File: config.mk
export PLATFORM = sky130hd
export DESIGN_NAME = pipe_hazard_ctrl
export DESIGN_NICKNAME = d
export VERILOG_FILES = /design/src/rtl/pipe_hazard_ctrl.sv
export SDC_FILE = /design/constraint.sdc
export NUM_CORES = 1
export LEC_CHECK = 0
export BUFFER_PORTS_ARGS = -buffer_cell sky130_fd_sc_hd__buf_2
export CAP_MARGIN = 25
export CORE_ASPECT_RATIO = 1.4
export CORE_MARGIN = 1
export CORE_UTILIZATION = 47
export CTS_CLUSTER_SIZE = 28
export DETAILED_ROUTE_END_ITERATION = 6
export MAX_ROUTING_LAYER = met4
export PLACE_DENSITY = 0.8
export SLEW_MARGIN = 0
export SYNTH_ARGS = -nofsm -noshare
export SYNTH_HDL_FRONTEND = slang
export SYNTH_SLANG_ARGS = --single-unit
File: constraint.sdc
create_clock -name clk -period 2.3 [get_ports clk]
set_input_delay 0.23 -clock clk [delete_from_list [all_inputs] [get_ports clk]]
set_output_delay 0.23 -clock clk [all_outputs]
set_load 0.05 [all_outputs]
File: src/rtl/pipe_hazard_ctrl.sv
// Pipeline sequencing controller: RAW stall detection, taken-branch squash and post-HALT drain
// for the 5-stage core. Define FORWARDING_EN when the datapath forwards EX/MEM results (load-use only).
module pipe_hazard_ctrl #(
   parameter int REG_ADDR_W   = 5,
   parameter int CNT_W        = 32,
   parameter int DRAIN_CYCLES = 3
) (
   input  logic                  clk,
   input  logic                  rst,
   input  logic                  id_valid,
   input  logic [REG_ADDR_W-1:0] id_rs,
   input  logic [REG_ADDR_W-1:0] id_rt,
   input  logic                  id_uses_rs,
   input  logic                  id_uses_rt,
   input  logic                  id_is_halt,
   input  logic                  ex_valid,
   input  logic                  ex_regwrite,
   input  logic                  ex_is_load,
   input  logic [REG_ADDR_W-1:0] ex_rd,
   input  logic                  mem_valid,
   input  logic                  mem_regwrite,
   input  logic [REG_ADDR_W-1:0] mem_rd,
   input  logic                  branch_taken,
   output logic                  hazard_detected,
   output logic                  halt_signal,
   output logic                  if_id_hold,
   output logic                  if_id_flush,
   output logic                  id_ex_bubble,
   output logic                  pipe_done,
   output logic [CNT_W-1:0]      stall_cnt,
   output logic [CNT_W-1:0]      flush_cnt
);

   typedef enum logic [1:0] {RUN, DRAIN, DONE} state_t;

   localparam int DC_W = (DRAIN_CYCLES > 1) ? $clog2(DRAIN_CYCLES) : 1;

   state_t          state, state_next;
   logic [DC_W-1:0] drain_cnt;
   logic            ex_match, mem_match, raw_hazard;
   logic            halt_det, stall, flush_evt;

   function automatic logic src_match(
      input logic [REG_ADDR_W-1:0] rd,
      input logic [REG_ADDR_W-1:0] rs,
      input logic [REG_ADDR_W-1:0] rt,
      input logic                  uses_rs,
      input logic                  uses_rt
   );
      return (rd != '0) && ((uses_rs && rs == rd) || (uses_rt && rt == rd));
   endfunction

   assign ex_match  = src_match(ex_rd,  id_rs, id_rt, id_uses_rs, id_uses_rt);
   assign mem_match = src_match(mem_rd, id_rs, id_rt, id_uses_rs, id_uses_rt);

`ifdef FORWARDING_EN
   assign raw_hazard = ex_valid && ex_regwrite && ex_is_load && ex_match;
`else
   // A writer in WB is invisible here: the register file writes in the first half-cycle.
   assign raw_hazard = (ex_valid && ex_regwrite && ex_match) ||
                       (mem_valid && mem_regwrite && mem_match);
`endif

   assign halt_det  = (state == RUN) && id_valid && id_is_halt && !branch_taken;
   assign stall     = (state == RUN) && id_valid && !branch_taken && raw_hazard;
   assign flush_evt = (state == RUN) && branch_taken;

   // NOTE: sequential state uses non-blocking assignments so every register samples pre-edge values.
   always_ff @(posedge clk or posedge rst) begin
      if (rst) begin
         state     <= RUN;
         drain_cnt <= '0;
         pipe_done <= 1'b0;
      end else begin
         state     <= state_next;
         pipe_done <= pipe_done || (state_next == DONE);
         if (halt_det)
            drain_cnt <= DC_W'(DRAIN_CYCLES - 1);
         else if (state == DRAIN && drain_cnt != '0)
            drain_cnt <= drain_cnt - 1'b1;
      end
   end

   always_comb begin
      state_next = state;
      unique case (state)
         RUN:     if (halt_det) state_next = DRAIN;
         DRAIN:   if (drain_cnt == '0) state_next = DONE;
         DONE:    state_next = DONE;
         default: state_next = RUN;
      endcase
   end

   // NOTE: every output gets a default first so no path through the case infers a latch.
   always_comb begin
      hazard_detected = 1'b0;
      halt_signal     = 1'b0;
      if_id_hold      = 1'b0;
      if_id_flush     = 1'b0;
      id_ex_bubble    = 1'b0;
      if (!rst) begin
         unique case (state)
            RUN: begin
               if (branch_taken) begin
                  if_id_flush  = 1'b1;
                  id_ex_bubble = 1'b1;
               end else begin
                  if (stall) begin
                     hazard_detected = 1'b1;
                     if_id_hold      = 1'b1;
                     id_ex_bubble    = 1'b1;
                  end
                  if (halt_det) begin
                     halt_signal = 1'b1;
                     if_id_flush = 1'b1;
                  end
               end
            end
            DRAIN, DONE: begin
               halt_signal = 1'b1;
               if_id_flush = 1'b1;
            end
            default: ;
         endcase
      end
   end

   // Counters only move in RUN, so they are frozen through DRAIN and DONE.
   always_ff @(posedge clk or posedge rst) begin
      if (rst) begin
         stall_cnt <= '0;
         flush_cnt <= '0;
      end else begin
         if (stall)     stall_cnt <= stall_cnt + 1'b1;
         if (flush_evt) flush_cnt <= flush_cnt + 1'b1;
      end
   end

endmodule

==> results by group <==
Worst setup path
  • Critical path arrival: 2.21 ns
  • Crit. End Element: output pin
  • CP max stage delay: 0.39 ns
  • Worst path required time: 2.07 ns
  • Crit path launch type: register
  • WS Path Type: reg -> out
  • Worst path cell trace: inv_2, ha_4, and2b_1, and2_4, o2111ai_4, o22a_1, buf_12, nand2b_4, and3_4, buf_8
  • CP max stage cell: dfrtp_1
  • CP max FO: 3

Synthesis
  • Ys async rst share: 100%
  • Mapped Cells: 331
  • Seq/Total Area, Yosys: 48.3%
  • Yosys top cell area share: 48.3%
  • Syn Area/Cell: 10.8 um^2
  • Number of flops mapped to enable cells by yosys: 0
  • Top FF cell, synth: dfrtp_1
  • Number of distinct library cells after synthesis: 36
  • Ys Warns: 0
  • Biggest area consumer among synthesized cells: dfrtp_1
  • Seq cells post-synth: 69
  • Synth Net Count: 370
  • Largest cells by area after synthesis: dfrtp_1 (48%), xor2_1 (12%), xnor2_1 (8.1%), nor4_2 (4.2%), nand2_1 (3.7%)
  • Syn Std Cell Area: 3580 um^2

Placed design
  • HPWL after detailed placement: 5590 um
  • # port buffers: 100
  • Worst slack, placed: 0.0100 ns
  • Placer Congestion: 0.837
  • Inst Count DP: 531

Floorplanning
  • # IOs: 102
  • Die footprint: 7970 um^2
  • Core ar.: 7360 um^2
  • Initial Utilization: 48.6%
  • Site row count: 37
  • Die Span Y: 105 um
  • Die W: 75.7 um

Timing
  • Post-route setup slack: -0.144 ns
  • Minimum clock period: 2.44 ns
  • Unrepaired setup endpoints after global routing: yes
  • Final hold violation count: 0
  • Relative slew margins: 43.8%
  • Clock skew: 0.00714 ns
  • Least-Margin Pin Slew: 0.843 ns
  • Achievable Freq: 409 MHz
  • Final Cycle Share: 106%
  • Final Slew Violations: 0
  • Final setup violation count: 6

Clock network
  • CTS Sinks: 69
  • H-tree Lvls: 3
  • Clock Tree Buf Depth: 2
  • Clk slew on worst S/H paths: 0.07 ns
  • CTS tree: done
  • CTS Root Cell: clkbuf_8
  • Num CTS Buffers: 9
  • Clk_lat worst skew: 0.35 ns

Pwr
  • Leak pwr: 2.74 nW
  • Pwr/cell area: 474 nW/um^2
  • Peak VDD IR: 364 uV

Global routing
  • Vias in the first global route: 2894
  • Initial antenna violation count: 0
  • Total congestion overflow: 0
  • First-pass GRT wire length: 12600 um
  • GR Util All Layers: 21.6%
  • Largest net degree at the start of global routing: 70

Status
  • Status: complete, but fails checks
  • Failing checks: negative setup slack

Detailed routing
  • TritonRoute pass-1 iters: 4
  • Via count: 2981
  • Top layer in use: met4
  • WL met2: 4310 um
  • Post-DR vias/cell: 5.33
  • Metal-1 WL: 3290 um
  • Drt initial violations: 138
  • ANT nets after route: 0
  • Met3 wire length: 343 um
  • DRC viols: 0
  • DRT Wirelength: 8220 um
  • Routed WL per cell: 14.7 um

Layout
  • Area Growth Syn to Fin: 37.8%
  • Post-Layout Cell Count: 559
  • # diodes: 0
  • Share of cells above drive strength 1: 39.2%
  • Nets: 498

Job
  • # Max-Cap Violations: 0

Hold path
  • Hold WC Path Type: in -> async
## worst max-delay path: cells and delay by family (launching register included)
kind | cells | cell delay, ns
compound gates | 2 | 0.39
flops | 1 | 0.39
simple gates | 4 | 0.55
fa+ha+maj | 1 | 0.14
buf+inv | 3 | 0.38
## cells in the mapped netlist, types with 2 or more instances
cell type and count:
o21ai_0 2, a32oi_1 2, nor3_1 13, and2_1 5
and4_1 7, nor2_1 17, a21oi_1 2, nand2b_1 4
nor4_1 4, xor2_1 49, o31ai_1 2, or2_1 3
nand3_1 20, and3_1 9, nand4_1 8, nor4_2 12
xnor2_1 33, nand2_1 35, ha_1 7, inv_1 7
o2111ai_1 2, nor4b_2 2, or4_1 3, dfrtp_1 69
buf_6 3
## stage by stage
| stage | total power, mW | util (%) | setup TNS, ns | hold WS, ns | area (um^2) |
|---|---|---|---|---|---|
| 6_report | 2.33 | 66.9 | -0.297 | 0.230 | 4930 |
| 5_1_grt | 2.42 | 66.9 | -1.00 | 0.251 | 4930 |
| 4_1_cts | 2.36 | 62.2 | -0.0799 | 0.218 | 4580 |
| 3_5_place_dp | 1.36 | 57.7 | 0 | 0.466 | 4240 |
| 3_3_place_gp | 1.35 | 57.7 | 0 | 0.451 | 4240 |
| 2_1_floorplan | 1.29 | - | -0.100 | 0.396 | 3590 |
## worst paths after layout
check / endpoint / from / cells past startpoint / slack [ns]
setup reg to reg: stall_cnt[6] / state[0] / 12 / -0.03
min in group clk: drain_cnt[1] / id_valid / 3 / 0.23
max in group asynchronous: stall_cnt[20] / rst / 3 / 1.52
hold reg to reg: stall_cnt[31] / stall_cnt[31] / 1 / 0.47
hold / removal: stall_cnt[9] / rst / 3 / 0.23
setup / recovery: id_ex_bubble / state[0] / 10 / -0.14
## routing by layer
metal	vias to the layer above	track usage, %
li1	1400	-
met1	1463	23.3
met2	93	35.4
met3	25	5.69
met4	0	11.5
met5	-	-
## repair_timing
action | in CTS | in global routing
buffers inserted | 7 | 5
cloned | 1 | 1
hold buffers | 0 | 0
resized for setup | 13 | 50
pin swaps | 5 | 33
endpoints found under the hold margin | 0 | 0
endpoints found under the setup margin | 3 | 30
## flip-flops by register name (all words and copies together), names as in the netlist
name       flops
state          2
flush_cnt     32
pipe_done      1
stall_cnt     32
drain_cnt      2
## cells by family after synthesis
kind of cell,after synthesis,share of synthesized area (%)
AND/OR/NAND/NOR,145,23.8
XOR/XNOR,82,20.1
flip-flops,69,48.3
AO/OA/AOI/OAI,13,2.59
buffers and inverters,13,2.13
adder cells (fa/ha/maj),7,2.45
multiplexers,2,0.630
## power by group
| group | internal, mW | switching (mW) | total [mW] |
|---|---|---|---|
| logic | 0.0464 | 0.0760 | 0.122 |
| clock network | 0.578 | 0.421 | 0.999 |
| registers | 1.21 | 0 | 1.21 |
## cell type report
class                           count  area [um^2]
Timing Repair Buffer              123          793
Clock inverter                      1         30.0
Multi-Input combinational cell    249         2060
Clock buffer                       13          169
Tap cell                           97          121
Fill cell                         545         2430
Sequential cell                    69         1730
Inverter                            7         30.0
## layout by cell type (no fill, tap or decap), types with 2 or more instances in the layout
cell      instances
clkbuf_8         12
or4_1             3
nor4b_4           2
ha_1              6
o21ai_0           2
nand3_1          19
buf_6             2
nor3_2            8
nand2b_4          2
buf_4            17
buf_2            96
and2_1            4
and3_1            8
nand2_1          34
and4_1            7
nor3_4            2
dfrtp_1          69
a21oi_1           2
inv_2             2
xnor2_1          33
buf_8             2
a32oi_1           2
nor4_4           11
or2_1             3
nor4_1            4
nor2_1           13
nand4_1           8
nor3_1            3
buf_12            4
xor2_1           49
inv_1             4
nor2_2            3
(Power assumes the default switching activity.)
